--- src/rtl/multi_debounce_pkg.sv ---
// Shared helpers for the multi-channel debouncer: counter sizing and
// parameter legality used at elaboration time.
package multi_debounce_pkg;

  // Bits needed to hold any value in 0..v inclusive.
  function automatic int cnt_width(input int v);
    return $clog2(v + 1);
  endfunction

  // Every count-type parameter of this block must be at least one.
  function automatic bit param_ok(input int v);
    return v >= 1;
  endfunction

endpackage

--- src/rtl/multi_debounce_if.sv ---
// Button bundle between raw board inputs and the debouncer.
// No handshake: btn_in is a free-running raw level; btn_out is a level;
// btn_rise/fall/long/repeat and sample_tick are single-cycle strobes with
// no ready/backpressure, consumers must sample them every cycle.
interface multi_debounce_if #(
  parameter int CHANNELS = 4
);
  logic [CHANNELS-1:0] btn_in;
  logic [CHANNELS-1:0] btn_out;
  logic [CHANNELS-1:0] btn_rise;
  logic [CHANNELS-1:0] btn_fall;
  logic [CHANNELS-1:0] btn_long;
  logic [CHANNELS-1:0] btn_repeat;
  logic                sample_tick;

  modport master (
    output btn_in,
    input  btn_out, btn_rise, btn_fall, btn_long, btn_repeat, sample_tick
  );

  modport slave (
    input  btn_in,
    output btn_out, btn_rise, btn_fall, btn_long, btn_repeat, sample_tick
  );
endinterface

--- src/rtl/multi_debounce_channel.sv ---
// One debounce channel: 2-flop synchroniser, stable-sample counter,
// registered edge pulses and hold/auto-repeat pulses.
module multi_debounce_channel
  import multi_debounce_pkg::*;
#(
  parameter int STABLE_SAMPLES = 10,
  parameter int LONG_SAMPLES   = 500,
  parameter int REPEAT_SAMPLES = 100
) (
  input  logic clk,
  input  logic rst,
  input  logic tick,
  input  logic raw,
  output logic level,
  output logic rise,
  output logic fall,
  output logic long_pulse,
  output logic repeat_pulse
);
  localparam int SW = cnt_width(STABLE_SAMPLES);
  localparam int HW = cnt_width(LONG_SAMPLES);
  localparam int RW = cnt_width(REPEAT_SAMPLES);
  localparam logic [SW-1:0] STABLE_MAX = SW'(STABLE_SAMPLES);
  localparam logic [HW-1:0] HOLD_MAX   = HW'(LONG_SAMPLES);
  localparam logic [RW-1:0] REP_MAX    = RW'(REPEAT_SAMPLES);

  logic          sync_a;
  logic          sync_b;
  logic [SW-1:0] stable_cnt;
  logic [HW-1:0] hold_cnt;
  logic [RW-1:0] rep_cnt;
  logic [SW-1:0] stable_inc;
  logic [HW-1:0] hold_inc;
  logic [RW-1:0] rep_inc;
  logic          toggle;

  assign stable_inc = stable_cnt + 1'b1;
  assign hold_inc   = hold_cnt + 1'b1;
  assign rep_inc    = rep_cnt + 1'b1;
  // The level flips on this edge: a tick that completes the run of differing samples.
  assign toggle     = tick && (sync_b != level) && (stable_inc == STABLE_MAX);

  // Two-flop synchroniser for the asynchronous raw input.
  always_ff @(posedge clk) begin
    if (rst) begin
      sync_a <= 1'b0;
      sync_b <= 1'b0;
    end else begin
      sync_a <= raw;
      sync_b <= sync_a;
    end
  end

  // Stable-sample counter, debounced level and its edge pulses.
  always_ff @(posedge clk) begin
    if (rst) begin
      stable_cnt <= '0;
      level      <= 1'b0;
      rise       <= 1'b0;
      fall       <= 1'b0;
    end else begin
      rise <= 1'b0;
      fall <= 1'b0;
      if (tick) begin
        if (sync_b == level) begin
          stable_cnt <= '0;
        end else if (toggle) begin
          stable_cnt <= '0;
          level      <= ~level;
          rise       <= ~level;
          fall       <= level;
        end else begin
          stable_cnt <= stable_inc;
        end
      end
    end
  end

  // Hold counting: one long pulse per press, then periodic repeat pulses.
  // The rising tick is not a hold sample, and the falling tick clears silently.
  always_ff @(posedge clk) begin
    if (rst) begin
      hold_cnt     <= '0;
      rep_cnt      <= '0;
      long_pulse   <= 1'b0;
      repeat_pulse <= 1'b0;
    end else begin
      long_pulse   <= 1'b0;
      repeat_pulse <= 1'b0;
      if (!level || toggle) begin
        hold_cnt <= '0;
        rep_cnt  <= '0;
      end else if (tick) begin
        if (hold_cnt != HOLD_MAX) begin
          hold_cnt <= hold_inc;
          if (hold_inc == HOLD_MAX) begin
            long_pulse <= 1'b1;
            rep_cnt    <= '0;
          end
        end else if (rep_inc == REP_MAX) begin
          repeat_pulse <= 1'b1;
          rep_cnt      <= '0;
        end else begin
          rep_cnt <= rep_inc;
        end
      end
    end
  end

endmodule

--- src/rtl/multi_debounce.sv ---
// N-channel debouncer top: shared sample prescaler feeding one
// multi_debounce_channel per input bit.
module multi_debounce
  import multi_debounce_pkg::*;
#(
  parameter int CHANNELS       = 4,
  parameter int CLK_DIV        = 100000,
  parameter int STABLE_SAMPLES = 10,
  parameter int LONG_SAMPLES   = 500,
  parameter int REPEAT_SAMPLES = 100
) (
  input  logic             clk,
  input  logic             rst,
  multi_debounce_if.slave  bus
);
  localparam int PW = cnt_width(CLK_DIV);
  localparam logic [PW-1:0] PRESC_LAST = PW'(CLK_DIV - 1);

  if (!param_ok(CHANNELS))       begin : g_bad_channels $error("CHANNELS must be >= 1"); end
  if (!param_ok(CLK_DIV))        begin : g_bad_clk_div  $error("CLK_DIV must be >= 1"); end
  if (!param_ok(STABLE_SAMPLES)) begin : g_bad_stable   $error("STABLE_SAMPLES must be >= 1"); end
  if (!param_ok(LONG_SAMPLES))   begin : g_bad_long     $error("LONG_SAMPLES must be >= 1"); end
  if (!param_ok(REPEAT_SAMPLES)) begin : g_bad_repeat   $error("REPEAT_SAMPLES must be >= 1"); end

  logic [PW-1:0]       presc_cnt;
  logic [PW-1:0]       presc_next;
  logic                tick;
  logic [CHANNELS-1:0] out_v;
  logic [CHANNELS-1:0] rise_v;
  logic [CHANNELS-1:0] fall_v;
  logic [CHANNELS-1:0] long_v;
  logic [CHANNELS-1:0] rep_v;

  // Prescaler wraps 0..CLK_DIV-1.
  always_comb begin
    presc_next = (presc_cnt == PRESC_LAST) ? '0 : presc_cnt + 1'b1;
  end

  // Tick is registered so it is high exactly while the count sits at CLK_DIV-1.
  always_ff @(posedge clk) begin
    if (rst) begin
      presc_cnt <= '0;
      tick      <= 1'b0;
    end else begin
      presc_cnt <= presc_next;
      tick      <= (presc_next == PRESC_LAST);
    end
  end

  for (genvar i = 0; i < CHANNELS; i++) begin : g_ch
    multi_debounce_channel #(
      .STABLE_SAMPLES (STABLE_SAMPLES),
      .LONG_SAMPLES   (LONG_SAMPLES),
      .REPEAT_SAMPLES (REPEAT_SAMPLES)
    ) u_ch (
      .clk          (clk),
      .rst          (rst),
      .tick         (tick),
      .raw          (bus.btn_in[i]),
      .level        (out_v[i]),
      .rise         (rise_v[i]),
      .fall         (fall_v[i]),
      .long_pulse   (long_v[i]),
      .repeat_pulse (rep_v[i])
    );
  end

  assign bus.btn_out     = out_v;
  assign bus.btn_rise    = rise_v;
  assign bus.btn_fall    = fall_v;
  assign bus.btn_long    = long_v;
  assign bus.btn_repeat  = rep_v;
  assign bus.sample_tick = tick;

endmodule

--- src/flat_wrapper.sv ---
// flat-port wrapper written by rule: the top's interface ports become plain ports
module multi_debounce_flat import multi_debounce_pkg::*;
#(
  parameter int CHANNELS       = 4,
  parameter int CLK_DIV        = 100000,
  parameter int STABLE_SAMPLES = 10,
  parameter int LONG_SAMPLES   = 500,
  parameter int REPEAT_SAMPLES = 100
)
  (clk, rst, bus_btn_in, bus_btn_out, bus_btn_rise, bus_btn_fall, bus_btn_long, bus_btn_repeat, bus_sample_tick);
  multi_debounce_if #(.CHANNELS(CHANNELS)) bus_i ();
  input  logic clk;
  input  logic rst;
  input wire logic [$bits(bus_i.btn_in)-1:0] bus_btn_in;
  output wire logic [$bits(bus_i.btn_out)-1:0] bus_btn_out;
  output wire logic [$bits(bus_i.btn_rise)-1:0] bus_btn_rise;
  output wire logic [$bits(bus_i.btn_fall)-1:0] bus_btn_fall;
  output wire logic [$bits(bus_i.btn_long)-1:0] bus_btn_long;
  output wire logic [$bits(bus_i.btn_repeat)-1:0] bus_btn_repeat;
  output wire logic [$bits(bus_i.sample_tick)-1:0] bus_sample_tick;
  assign bus_i.btn_in = bus_btn_in;
  assign bus_btn_out = bus_i.btn_out;
  assign bus_btn_rise = bus_i.btn_rise;
  assign bus_btn_fall = bus_i.btn_fall;
  assign bus_btn_long = bus_i.btn_long;
  assign bus_btn_repeat = bus_i.btn_repeat;
  assign bus_sample_tick = bus_i.sample_tick;
  multi_debounce #(.CHANNELS(CHANNELS), .CLK_DIV(CLK_DIV), .STABLE_SAMPLES(STABLE_SAMPLES), .LONG_SAMPLES(LONG_SAMPLES), .REPEAT_SAMPLES(REPEAT_SAMPLES)) u_core (.clk(clk), .rst(rst), .bus(bus_i));
endmodule
--- config.mk ---
export PLATFORM = sky130hd
export DESIGN_NAME = multi_debounce_flat
export DESIGN_NICKNAME = d
export VERILOG_FILES = /design/src/rtl/multi_debounce_pkg.sv /design/src/rtl/multi_debounce_if.sv /design/src/rtl/multi_debounce_channel.sv /design/src/rtl/multi_debounce.sv /design/src/flat_wrapper.sv
export SDC_FILE = /design/constraint.sdc
export NUM_CORES = 1
export LEC_CHECK = 0
export ABC_AREA = 1
export CORE_UTILIZATION = 25
export DETAILED_ROUTE_END_ITERATION = 7
export PLACE_DENSITY = 0.43
export SLEW_MARGIN = 20
export SYNTH_ARGS = -nofsm -noshare
export SYNTH_HDL_FRONTEND = slang
export SYNTH_SLANG_ARGS = --single-unit
--- constraint.sdc ---
create_clock -name clk -period 3.91 [get_ports clk]
set_clock_uncertainty 0.1 [all_clocks]
set_input_delay 1.173 -clock clk [delete_from_list [all_inputs] [get_ports clk]]
set_output_delay 1.173 -clock clk [all_outputs]
set_load 0.02 [all_outputs]
==> results of run 1 <==
[state kept, by name, summed over array words and instances, names as in the netlist]
signal	cells
u_core.g_ch.u_ch.hold_cnt	36
u_core.g_ch.u_ch.rep_cnt	28
u_core.presc_cnt	17
u_core.g_ch.u_ch.stable_cnt	16
u_core.g_ch.u_ch.fall	4
u_core.g_ch.u_ch.level	4
u_core.g_ch.u_ch.long_pulse	4
u_core.g_ch.u_ch.repeat_pulse	4
u_core.g_ch.u_ch.rise	4
u_core.g_ch.u_ch.sync_a	4
u_core.g_ch.u_ch.sync_b	4
u_core.bus.sample_tick	1
[kinds of logic after synthesis]
group                      synth area share
buffers and inverters                 0.113
adders and majority gates            0.0435
xor gates and xnor gates             0.0393
AOI/OAI and AO/OA                    0.0818
and+or+nand+nor                       0.357
DFF                                   0.365
[synthesized netlist by cell type (all sizes together)]
library cell	count
nor3	21
o21bai	3
and2	1
nor4	3
a211oi	17
nand4	16
or2	2
ha	24
nand2	271
nor2	156
o21ai	21
xnor2	5
xor2	26
a21oi	61
nand3b	3
buf	34
inv	143
clkbuf	4
dfxtp	126
nor3b	1
nand3	80
[cell type report]
class / count / area (sq um)
clock buffers: 17 / 425
clock inverters: 15 / 170
fillers: 2960 / 19100
inverters: 143 / 537
multi-input cells: 711 / 3600
flip-flops and latches: 126 / 2520
well taps: 341 / 427
repair buffers: 29 / 278
[metal layers]
layer | share of wire | global-route usage
met1 | 0.52 | 0.154
met3 | 0.021 | 0.0296
met2 | 0.45 | 0.190
met4 | 0.0074 | 0.0320
met5 | 0 | 0
[worst min-delay path, cell delays in order, from the launching register on]
cell and delay [ns]:
dfxtp_1 0.30, inv_1 0.05, nor2_1 0.03
[per-stage QoR]
stage | std cells | utilization | area, sq um | hold WS, ns
final | 1382 | 0.295 | 7970 | 0.313
after global routing | 1382 | 0.295 | 7970 | 0.335
after CTS | 1382 | 0.295 | 7970 | 0.315
after detailed placement | 1350 | 0.273 | 7370 | 0.305
after global placement | 1350 | 0.273 | 7370 | 0.309
after floorplan | 1018 | - | 6910 | 0.288
[report_power, final]
group / switching, mW / leakage, nW / internal (mW)
Clock: 0.619 / 0.281 / 0.998
Combinational: 0.0173 / 1.85 / 0.00989
Sequential: 0.00375 / 1.02 / 1.29
[final timing paths]
path / to / from / cells past startpoint / slack [ns]
setup reg to reg: u_core.g_ch[3].u_ch.rep_cnt[0] / u_core.bus.sample_tick / 9 / 1.50
hold reg to reg: u_core.g_ch[0].u_ch.sync_b / u_core.g_ch[0].u_ch.sync_a / 2 / 0.31
hold / removal: u_core.g_ch[0].u_ch.sync_b / u_core.g_ch[0].u_ch.sync_a / 2 / 0.31
setup / recovery: bus_sample_tick / u_core.bus.sample_tick / 1 / 0.90
==> impl_metrics.env, run 1 <==
export IMPL_wl_per_cell_um=11.3
export IMPL_holdBufCountCts=0
export IMPL_slowest_stage="clkdlybuf4s50_1"
export IMPL_worst_pin_slew_ns=0.885
export IMPL_crit_buf_inv=1
export IMPL_synthTopCellsByArea="dfxtp_1 37%, nand2_1 14%, nor2_1 7.3%"
export IMPL_layout_commonest_cell="nand2_1"
export IMPL_port_buffers=26
export IMPL_drive_above_1_share=0.0903
export IMPL_dieArea_sq_um=28300
export IMPL_fin_crit_sh=0.769
export IMPL_syn_inst=1018
export IMPL_grt_max_degree=29
export IMPL_power_leakage_nw=3.15
export IMPL_vias_per_cell=4.23
export IMPL_drcViolationCount=0
export IMPL_root_buffer="clkbuf_16"
export IMPL_finalSetupViolCount=0
export IMPL_period_needed_ns=3.01
export IMPL_max_cap_viol_count=0
export IMPL_worstSetupStartpointType="register"
export IMPL_cts_resized=0
export IMPL_ant_nets=0
export IMPL_ir_drop_mv=0.244
export IMPL_place_gp_congestion=0.777
export IMPL_drt_iter0_drc=249
export IMPL_slew_headroom=0.409
export IMPL_grt_pass1_wl_um=26800
export IMPL_htreeDepth=4
export IMPL_yosysTopAreaCellShare=0.365
export IMPL_hold_viol_final=0
export IMPL_fp_row_count=60
export IMPL_path_cells="clkdlybuf4s50_1"
export IMPL_place_hpwl_um=11300
export IMPL_yosys_warnings=0
export IMPL_layout_setup_ws_ns=0.904
export IMPL_cts_sinks=126
export IMPL_initial_core_util=0.256
export IMPL_slew_viol_final=0
export IMPL_design_core_area_sq_um=27000
export IMPL_dpl_worst_slack_ns=1.12
export IMPL_power_total_mw=2.94
export IMPL_cts_tree="built"
export IMPL_mostFrequentLayoutCells="252 x nand2_1, 135 x nor2_1, 133 x inv_1, 125 x dfxtp_1, 78 x nand3_1"
export IMPL_end_kind="output pin"
export IMPL_hold_class="register to register"
export IMPL_ys_ff_latch=126
export IMPL_areaGrowthSynthToFinish_pct=15.3
export IMPL_critical_path_top_delay_family="buffers and inverters"
export IMPL_grt_usage=0.117
export IMPL_grt_overflow=0
export IMPL_fmax_mhz=333
export IMPL_clk_latency_ns=0.41
export IMPL_outcome="complete, no violations"
export IMPL_worstPathRequired_ns=2.64
export IMPL_cts_buffers_inserted=17
export IMPL_setup_tns_ns=0
export IMPL_fin_nets=1058
export IMPL_yosysTopAreaCell="dfxtp_1"
export IMPL_max_stage_delay_ns=0.70
export IMPL_clkTransAtPathRegs_ns=0.06
export IMPL_pwr_density_cell_nw_per_um2=369
export IMPL_drt_total_wl_um=15600
export IMPL_antenna_found_initial=0
export IMPL_cts_setup_buffers=0
export IMPL_diodes=0
export IMPL_via_count=5851
export IMPL_syn_avg_cell_area_sq_um=6.79
export IMPL_ys_seq_area_frac=0.365
export IMPL_dr_pass1_iters=5
export IMPL_synth_net_count=1048
export IMPL_chipHeight_um=168
export IMPL_synth_cell_types=35
export IMPL_critical_path_arrival_ns=1.73
export IMPL_syn_area_sq_um=6910
export IMPL_die_x_um=168
export IMPL_clk_path_buf_depth=2
export IMPL_ios=27
export IMPL_rsz0062_at_grt="false"
export IMPL_cp_max_fo=16
export IMPL_crit_type="register to output pin"
export IMPL_grt_pass1_vias=5636
(Power assumes the default switching activity.)
==> inputs of run 2 (changes only) <==
==> constraint.sdc (replaced) <==
create_clock -name clk -period 2.9 [get_ports clk]
set_clock_uncertainty 0.1 [all_clocks]
set_input_delay 0.87 -clock clk [delete_from_list [all_inputs] [get_ports clk]]
set_output_delay 0.87 -clock clk [all_outputs]
set_load 0.02 [all_outputs]
==> run 2 against run 1 <==
  * Design area rose by 0.96%
  * Die area did not move
  * Register-to-register slack worse by 0.59 ns
  * Global-route usage up 0.10 points
  * Critical path type unchanged
  * Worst hold slack got worse by 0.0052 ns
  * Via count grew 1.2%
==> impl_metrics.env, run 2 (synthesized netlist as in run 1, its figures left out) <==
export IMPL_via_count=5920
export IMPL_period_needed_ns=2.50
export IMPL_crit_type="register to output pin"
export IMPL_pwr_density_cell_nw_per_um2=506
export IMPL_design_core_area_sq_um=27000
export IMPL_ir_drop_mv=0.279
export IMPL_rsz0062_at_grt="false"
export IMPL_slowest_stage="clkdlybuf4s50_1"
export IMPL_outcome="complete, no violations"
export IMPL_worst_pin_slew_ns=0.492
export IMPL_holdBufCountCts=0
export IMPL_place_gp_congestion=0.775
export IMPL_place_area_sq_um=7410
export IMPL_slew_viol_final=0
export IMPL_cts_setup_buffers=0
export IMPL_initial_core_util=0.256
export IMPL_post_route_cell_area_sq_um=8040
export IMPL_grt_usage=0.118
export IMPL_grt_pass1_vias=5604
export IMPL_cp_max_fo=4
export IMPL_hold_class="register to register"
export IMPL_largest_register_ffs=36
export IMPL_layout_commonest_cell="nand2_1"
export IMPL_die_x_um=168
export IMPL_clkTransAtPathRegs_ns=0.06
export IMPL_end_kind="output pin"
export IMPL_drt_total_wl_um=15600
export IMPL_grt_pass1_wl_um=27000
export IMPL_place_hpwl_um=11300
export IMPL_max_cap_viol_count=0
export IMPL_setup_tns_ns=0
export IMPL_fin_nets=1062
export IMPL_cts_sinks=126
export IMPL_dieArea_sq_um=28300
export IMPL_worstSetupStartpointType="register"
export IMPL_root_buffer="clkbuf_16"
export IMPL_cts_resized=0
export IMPL_clk_latency_ns=0.42
export IMPL_drcViolationCount=0
export IMPL_drive_above_1_share=0.0938
export IMPL_finalNonFillerCells=1386
export IMPL_regMostFlops="u_core.g_ch.u_ch.hold_cnt"
export IMPL_critical_path_arrival_ns=1.53
export IMPL_clk_path_buf_depth=2
export IMPL_dpl_cell_count=1354
export IMPL_port_buffers=26
export IMPL_cts_tree="built"
export IMPL_fin_crit_sh=0.862
export IMPL_grt_max_degree=41
export IMPL_crit_buf_inv=1
export IMPL_critical_path_top_delay_family="buffers and inverters"
export IMPL_wl_per_cell_um=11.3
export IMPL_cts_buffers_inserted=17
export IMPL_grt_overflow=0
export IMPL_ios=27
export IMPL_vias_per_cell=4.27
export IMPL_mostFrequentLayoutCells="252 x nand2_1, 135 x nor2_1, 133 x inv_1, 125 x dfxtp_1, 78 x nand3_1"
export IMPL_antenna_found_initial=0
export IMPL_top_regs="u_core.g_ch.u_ch.hold_cnt x36, u_core.g_ch.u_ch.rep_cnt x28, u_core.presc_cnt x17"
export IMPL_power_total_mw=4.07
export IMPL_slew_headroom=0.672
export IMPL_max_stage_delay_ns=0.65
export IMPL_hold_viol_final=0
export IMPL_drt_iter0_drc=277
export IMPL_htreeDepth=4
export IMPL_diodes=0
export IMPL_worstPathRequired_ns=1.93
export IMPL_fmax_mhz=400
export IMPL_chipHeight_um=168
export IMPL_areaGrowthSynthToFinish_pct=16.4
export IMPL_ant_nets=0
export IMPL_power_leakage_nw=3.20
export IMPL_path_cells="clkdlybuf4s50_1"
export IMPL_finalSetupViolCount=0
export IMPL_fill_cells=3017
export IMPL_dr_pass1_iters=6
export IMPL_fp_row_count=60
==> run 2: through the flow <==
stage               setup slack (ns)  hold slack, ns  utilization
floorplan                       1.16           0.288            -
global placement               0.714           0.290        0.274
detailed placement             0.661           0.298        0.274
CTS                            0.344           0.307        0.298
global route                   0.312           0.317        0.298
finish                         0.400           0.308        0.298
==> run 2: cell type report <==
class	instances	area, sq um	area share
inverters	143	537	0.0667
clock inverters	13	176	0.0219
well taps	341	427	0.0531
clock buffers	19	453	0.0563
repair buffers	33	320	0.0398
flip-flops and latches	126	2520	0.314
multi-input cells	711	3600	0.448
==> run 2: final timing paths <==
path	startpoint	to	slack [ns]	cells after the start
max	u_core.g_ch[0].u_ch.level	bus_btn_out[0]	0.40	1
min	u_core.g_ch[1].u_ch.sync_a	u_core.g_ch[1].u_ch.sync_b	0.31	2
max reg2reg	u_core.bus.sample_tick	u_core.g_ch[2].u_ch.rep_cnt[1]	0.91	9
min reg2reg	u_core.g_ch[1].u_ch.sync_a	u_core.g_ch[1].u_ch.sync_b	0.31	2
==> run 2: metal layers <==
layer	routed length [um]	up-vias	global-route usage	part of all wire
li1	-	3223	-	-
met1	8000	2626	0.154	0.51
met2	6980	56	0.190	0.45
met3	409	15	0.0252	0.026
met4	220	0	0.0451	0.014
met5	0	-	0	0
==> run 2: power breakdown <==
part | internal [mW] | total (mW) | switching [mW]
sequential | 1.74 | 1.74 | 0.00503
clock | 1.42 | 2.29 | 0.872
combinational | 0.0143 | 0.0378 | 0.0235
total | 3.17 | 4.07 | 0.900
==> run 2: worst register-to-register path, cell delays in order, from the launching register on <==
cell and delay (ns):
dfxtp_2 0.45, buf_4 0.32, nand2_1 0.11, inv_1 0.14
nand3_1 0.12, nand2_1 0.07, buf_4 0.17, inv_1 0.17
nand3_1 0.15, o21ai_0 0.08
